<file path="src/rtl/pu_scheduler.sv">
// MAXNET winner-take-all sequencer driving an external 4-input processing unit.
// Define PU_SCHED_EARLY_EXIT_EN to resolve as soon as at most one neuron survives.
module pu_scheduler #(
  parameter logic [31:0] EPS      = 32'hBE000000,
  parameter int          MAX_ITER = 16,
  parameter int          PU_LAT   = 2
) (
  input  logic        clk,
  input  logic        rst,
  input  logic        start,
  input  logic [31:0] x1,
  input  logic [31:0] x2,
  input  logic [31:0] x3,
  input  logic [31:0] x4,
  output logic [31:0] pu_a1,
  output logic [31:0] pu_a2,
  output logic [31:0] pu_a3,
  output logic [31:0] pu_a4,
  output logic [31:0] pu_w1,
  output logic [31:0] pu_w2,
  output logic [31:0] pu_w3,
  output logic [31:0] pu_w4,
  input  logic [31:0] pu_out,
  output logic        busy,
  output logic        done,
  output logic [1:0]  winner,
  output logic        winner_valid,
  output logic        timeout,
  output logic [7:0]  iter_count
);

  // state  | meaning
  // IDLE   | waiting for start
  // ISSUE  | four cycles, one neuron's operands per cycle
  // DRAIN  | PU_LAT cycles for the last result to return
  // UPDATE | V <= N, iteration counter +1
  // CHECK  | count survivors and decide
  // DONE   | one-cycle completion pulse

  localparam logic [31:0]    ONE        = 32'h3F800000;
  localparam logic [7:0]     MAX_ITER_B = 8'(MAX_ITER);
  localparam int             DW         = (PU_LAT > 1) ? $clog2(PU_LAT) : 1;
  localparam logic [DW-1:0]  DRAIN_LOAD = DW'(PU_LAT - 1);

  typedef enum logic [2:0] {IDLE, ISSUE, DRAIN, UPDATE, CHECK, DONE} state_t;

  state_t            state_q, state_d;
  logic [1:0]        k_q, k_d;
  logic [DW-1:0]     drain_q, drain_d;
  logic [31:0]       v_q [4];
  logic [31:0]       v_d [4];
  logic [31:0]       n_q [4];
  logic [PU_LAT-1:0] vld_q;
  logic [1:0]        idx_q [PU_LAT];
  logic [1:0]        winner_q, winner_d;
  logic              valid_q, valid_d;
  logic              timeout_q, timeout_d;
  logic [7:0]        iter_q, iter_d;
  logic [3:0]        nz;
  logic [2:0]        nz_cnt;
  logic [1:0]        nz_low;
  logic              resolve;

  always_ff @(posedge clk or posedge rst) begin
    if (rst) begin
      state_q   <= IDLE;
      k_q       <= '0;
      drain_q   <= '0;
      winner_q  <= '0;
      valid_q   <= 1'b0;
      timeout_q <= 1'b0;
      iter_q    <= '0;
      for (int i = 0; i < 4; i++) v_q[i] <= '0;
    end else begin
      state_q   <= state_d;
      k_q       <= k_d;
      drain_q   <= drain_d;
      winner_q  <= winner_d;
      valid_q   <= valid_d;
      timeout_q <= timeout_d;
      iter_q    <= iter_d;
      for (int i = 0; i < 4; i++) v_q[i] <= v_d[i];
    end
  end

  // Tag each issue slot and follow it through the PU latency to steer pu_out into N.
  always_ff @(posedge clk or posedge rst) begin
    if (rst) begin
      vld_q <= '0;
      for (int i = 0; i < PU_LAT; i++) idx_q[i] <= '0;
      for (int i = 0; i < 4; i++) n_q[i] <= '0;
    end else begin
      vld_q[0] <= (state_q == ISSUE);
      idx_q[0] <= k_q;
      for (int i = 1; i < PU_LAT; i++) begin
        vld_q[i] <= vld_q[i-1];
        idx_q[i] <= idx_q[i-1];
      end
      if (vld_q[PU_LAT-1]) n_q[idx_q[PU_LAT-1]] <= pu_out;
    end
  end

  always_comb begin
    nz     = '0;
    nz_cnt = '0;
    nz_low = '0;
    for (int i = 3; i >= 0; i--) begin
      nz[i]  = ~v_q[i][31] & (|v_q[i][30:0]);
      nz_cnt = nz_cnt + {2'b00, nz[i]};
      if (nz[i]) nz_low = 2'(i);
    end
  end

  always_comb begin
    state_d   = state_q;
    k_d       = k_q;
    drain_d   = drain_q;
    winner_d  = winner_q;
    valid_d   = valid_q;
    timeout_d = timeout_q;
    iter_d    = iter_q;
    resolve   = 1'b0;
    for (int i = 0; i < 4; i++) v_d[i] = v_q[i];

    case (state_q)
      IDLE: begin
        if (start) begin
          v_d[0]    = x1;
          v_d[1]    = x2;
          v_d[2]    = x3;
          v_d[3]    = x4;
          iter_d    = '0;
          valid_d   = 1'b0;
          timeout_d = 1'b0;
          k_d       = '0;
          state_d   = ISSUE;
        end
      end
      ISSUE: begin
        k_d = k_q + 2'd1;
        if (k_q == 2'd3) begin
          drain_d = DRAIN_LOAD;
          state_d = DRAIN;
        end
      end
      DRAIN: begin
        if (drain_q == '0) state_d = UPDATE;
        else               drain_d = drain_q - 1'b1;
      end
      UPDATE: begin
        for (int i = 0; i < 4; i++) v_d[i] = n_q[i];
        if (iter_q != 8'hFF) iter_d = iter_q + 8'd1;
        state_d = CHECK;
      end
      CHECK: begin
`ifdef PU_SCHED_EARLY_EXIT_EN
        resolve = (nz_cnt < 3'd2) || (iter_q == MAX_ITER_B);
`else
        resolve = (iter_q == MAX_ITER_B);
`endif
        if (resolve) begin
          // nz_low is 0 when nothing survived, giving winner=0 in that case
          winner_d  = nz_low;
          valid_d   = (nz_cnt == 3'd1);
          timeout_d = (nz_cnt > 3'd1);
          state_d   = DONE;
        end else begin
          k_d     = '0;
          state_d = ISSUE;
        end
      end
      DONE:    state_d = IDLE;
      default: state_d = IDLE;
    endcase
  end

  always_comb begin
    pu_a1 = '0;
    pu_a2 = '0;
    pu_a3 = '0;
    pu_a4 = '0;
    pu_w1 = '0;
    pu_w2 = '0;
    pu_w3 = '0;
    pu_w4 = '0;
    if (state_q == ISSUE) begin
      pu_a1 = v_q[0];
      pu_a2 = v_q[1];
      pu_a3 = v_q[2];
      pu_a4 = v_q[3];
      pu_w1 = (k_q == 2'd0) ? ONE : EPS;
      pu_w2 = (k_q == 2'd1) ? ONE : EPS;
      pu_w3 = (k_q == 2'd2) ? ONE : EPS;
      pu_w4 = (k_q == 2'd3) ? ONE : EPS;
    end
  end

  assign busy         = (state_q != IDLE) && (state_q != DONE);
  assign done         = (state_q == DONE);
  assign winner       = winner_q;
  assign winner_valid = valid_q;
  assign timeout      = timeout_q;
  assign iter_count   = iter_q;

endmodule

</file>
<file path="config.mk">
export PLATFORM = sky130hd
export DESIGN_NAME = pu_scheduler
export DESIGN_NICKNAME = d
export VERILOG_FILES = /design/src/rtl/pu_scheduler.sv
export SDC_FILE = /design/constraint.sdc
export NUM_CORES = 1
export LEC_CHECK = 0
export ABC_AREA = 1
export CAP_MARGIN = 25
export CORE_MARGIN = 10
export CORE_UTILIZATION = 52
export DETAILED_ROUTE_END_ITERATION = 16
export GPL_ROUTABILITY_DRIVEN = 0
export PLACE_DENSITY = 0.92
export SYNTH_ARGS = -nofsm -noshare
export SYNTH_HDL_FRONTEND = slang
export SYNTH_SLANG_ARGS = --single-unit
</file>
<file path="constraint.sdc">
create_clock -name clk -period 15.3 [get_ports clk]
set_input_delay 2.295 -clock clk [delete_from_list [all_inputs] [get_ports clk]]
set_output_delay 2.295 -clock clk [all_outputs]
set_load 0.02 [all_outputs]
</file>
# Word level (Yosys, flattened, before mapping)
# Index checks and enable logic that the tools add are counted.
# word_totals
register_bits	280
in_bits	163
out_inout_bits	270
word_cells	114
# op_classes
add_sub_neg	6
n_lt_le_gt_ge	3
n_eq_ne	18
muxes	40
n_bitwise	9
reduce_logical	20
# op_table
operator	n
$mux W32	13
$pmux W128 S2	1
$bwmux W128	1
$mux W128	1
$reduce_or A31 Y1	4
$demux W32 S2	1
$mux W8	2
$pmux W8 S2	1
$pmux W3 S5	1
$mux W2	6
$mux W3	4
$reduce_and A3 Y1	4
$ne A2 B2 Y1 const B	5
$add A8 B1 Y8 const B	1
$eq A8 B5 Y1 const B	1
$ne A8 B8 Y1 const B	1
$eq A3 B1 Y1 const B	2
$eq A3 B2 Y1 const B	2
$eq A3 B3 Y1 const B	2
$pmux W1 S2	3
$pmux W2 S3	1
$reduce_and A2 Y1	3
$reduce_bool A2 Y1	3
$reduce_bool A3 Y1	2
19 further kinds	31

# Logic depth before layout (Yosys ltp)
# depth
ltp_word	8
depth_mapped	13
ltp_nobuf	13

# Least setup slack after synthesis
# No wires, ideal clock.
# synth_timing
path_type	flip-flop to output port
startpoint	register state_q[0]
endpoint	output pu_w2[24]
arrival_time_ns	1.540
t_required_ns	13.005
setup_slack_ns	11.465
stages_incl_launch_ff	8
cell_sequence	dfrtp_1 -> inv_1 -> nor2_1 -> nand2_1 -> clkbuf_1 -> buf_1 -> nor2_1 -> buf_4
# synth_via
elab_chain_cells	2
# synth_rtl
element	line	rtl
from (decl)	47	state_t state_q, state_d;
from (signal assigned)	75	state_q <= state_d;
$eq A3 B1 Y1	186	if (state_q == ISSUE) begin
$mux W32	186	
to (decl)	20	output logic [31:0] pu_w2,
# No other way between the ends.

# Final worst setup path
# layout_timing
startpoint	register state_q[0]
endpoint	output pu_a1[13]
# layout_via
elab_chain_cells	2
# layout_rtl
element	line	rtl
$eq A3 B1 Y1	186	
$mux W32	186	
to (decl)	15	output logic [31:0] pu_a1,
# No other way between the ends.

==> qor.yml <==
numCtsBuffers: 30
outcome: "finished clean"
seq_area_frac_synth: 0.488
synth.distinct_cells: 33
dpl_cell_area_mm2: 0.0173
crit_arrival_ns: 3.16
grt_pass1_vias: 13000
cp_slowest_stage_delay_ns: 0.68
multi_input_area_mm2: 0.00565
die_y_um: 186
wl_met3_um: 4700
drt_first_pass_iters: 6
wl_per_cell_um: 20.7
route.met2.wl_um: 24500
cts_buffer_depth: 3
grt_start_max_net_pins: 141
path_cells: "inv_1 > nor2_1 > nand2_4 > buf_4 > nor2_1 > clkdlybuf4s50_1"
top_layer_used: "met4"
ir_drop_v: 0.000190
final_cell_mix: "344 x nor2_1, 336 x clkdlybuf4s50_1, 280 x dfrtp_1, 206 x nand2_1, 185 x inv_1"
num_vias: 12700
cts_setup_buffers: 0
ctsHoldBuffers: 0
syn_inst: 1677
met1Wirelength_um: 17100
power_density_mw_per_mm2: 246
fin_area_mm2: 0.0184
slowest_stage: "buf_4"
fin_crit_ns: 5.45
critical_path.most_common_cell: "nor2_1"
cp.required_ns: 13.01
ant_nets: 0
numPortBuffers: 336
regArea_mm2: 0.00701
cts-htree-levels: 1
nets: 2113
routed_wl_um: 48400
grt_overflow: 0
grt_pass1_wl_um: 72200
path_class: "reg2out"
finalClockSkew_ns: 0.0108
die_w_um: 186
synth.avg_cell_area_um2: 8.56
antenna_found_initial: 1
final_common_cell: "nor2_1"
worst_pin_slew_ns: 1.12
slew_violations: 0
viasPerCell: 5.43
ctsResizeCount: 0
rsz0062_at_grt: "no"
syn-cell-area_mm2: 0.0144
dpl.hpwl_um: 34200
row_count: 60
ys_ff_latch: 280
hp-class: "reg2reg"
path_clk_slew_ns: 0.06
die_area_mm2: 0.0347
power_leakage_nw: 8.69
fin_cells: 2336
drive_gt1_frac: 0.0958
ios: 433
finalSetupViolations: 0
start_kind: "flip-flop"
drtIter0Drc: 1237
period_share: 0.356
fp.coreArea_mm2: 0.0271
endpoint_kind: "output port"
finalHoldViolations: 0
cts_root_buf: "clkbuf_16"
max-slew-margin-rel: 0.252
finalSetupTns_ns: 0
cts_sinks: 280
critPathMaxFanout: 76
yosys_warnings: 0
fmax_mhz: 183
start_util: 0.530
drv_cap: 0
grtUsageTotal: 0.265
fillers: 1980
dp.cells: 2277
clk_latency_ns: 0.54
tritoncts: "built"
areaGrowthSynthToFinish_pct: 28.0
drc: 0
[power breakdown]
part           switching (mW)  internal, mW  total (mW)
Clock                   0.301         0.431       0.732
Combinational            1.51         0.987        2.49
Sequential              0.202          1.10        1.30
Total                    2.01          2.52        4.53
[synth_stat cells]
cell type	count	area, um^2
a211oi_1	9	67.6
a211oi_2	110	1380
a21oi_1	5	25.0
a31o_2	1	8.76
a31oi_1	9	56.3
buf_1	2	7.51
buf_2	22	110
buf_4	120	901
buf_6	12	135
clkbuf_1	57	214
conb_1	1	3.75
dfrtp_1	280	7010
fa_1	1	20.0
ha_1	9	113
inv_1	186	698
inv_2	4	15.0
inv_4	1	6.26
nand2_1	209	785
nand2_2	1	6.26
nand3_1	14	70.1
nand3b_1	2	15.0
nand4_1	7	43.8
nor2_1	344	1290
nor2_2	2	12.5
nor2_4	1	11.3
nor3_1	122	611
o211ai_1	1	7.51
o21ai_0	136	681
o21ai_1	1	5.00
o22ai_1	3	18.8
o31ai_1	1	7.51
or2_2	1	6.26
xor2_1	3	26.3
[metal layers]
metal,track usage,vias to the layer above
met4,0.100,0
met1,0.305,6152
met2,0.471,720
met3,0.0601,132
li1,-,5673
met5,0,-
[final timing paths]
path,cells past startpoint,slack [ns],from,endpoint
worst max-delay path,6,9.85,state_q[0],pu_a1[13]
worst min register to register,0,0.37,idx_q[2],idx_q[0]
worst min-delay path,0,0.37,idx_q[2],idx_q[0]
min in group asynchronous,2,2.05,rst,iter_count[2]
worst max register to register,13,12.26,v_q[89],winner_valid
max in group asynchronous,5,10.73,rst,n_q[51]
[state kept, by name, summed over array words and instances (netlist names)]
| register | cells |
|---|---|
| drain_q | 1 |
| idx_q | 4 |
| timeout | 1 |
| state_q | 3 |
| k_q | 2 |
| winner | 2 |
| vld_q | 2 |
| winner_valid | 1 |
| v_q | 128 |
| n_q | 128 |
| iter_count | 8 |
[kinds of logic after synthesis]
group,after synthesis,synth area share
flip-flops,280,0.488
adder cells (fa/ha/maj),10,0.00924
XOR/XNOR,3,0.00183
AO/OA/AOI/OAI,276,0.157
other,1,0.000261
AND/OR/NAND/NOR,703,0.199
buffers and inverters,404,0.145
[metrics by stage]
stage	worst slack, ns	hold WS, ns	power, mW	util
after floorplan	5.28	0.331	2.85	-
after global routing	9.63	0.389	4.79	0.678
after detailed placement	9.97	0.348	3.77	0.639
after CTS	9.85	0.372	4.52	0.676
after global placement	10.05	0.353	3.67	0.638
final	9.85	0.373	4.53	0.678
[area by class of cell]
class	count	share of cell area
Sequential cell	280	0.381
Multi-Input combinational cell	1088	0.307
Timing Repair Buffer	349	0.192
Clock buffer	43	0.0479
Inverter	191	0.0398
Tap cell	372	0.0253
Clock inverter	11	0.00599
Antenna cell	2	0.000272
[worst max-delay path, delay by kind of cell (launching register included)]
family	cells	cell delay (ns)
buf+inv	3	1.38
flops	1	0.43
simple gates	3	0.72
Note: power is estimated with default switching activity, not from simulation.
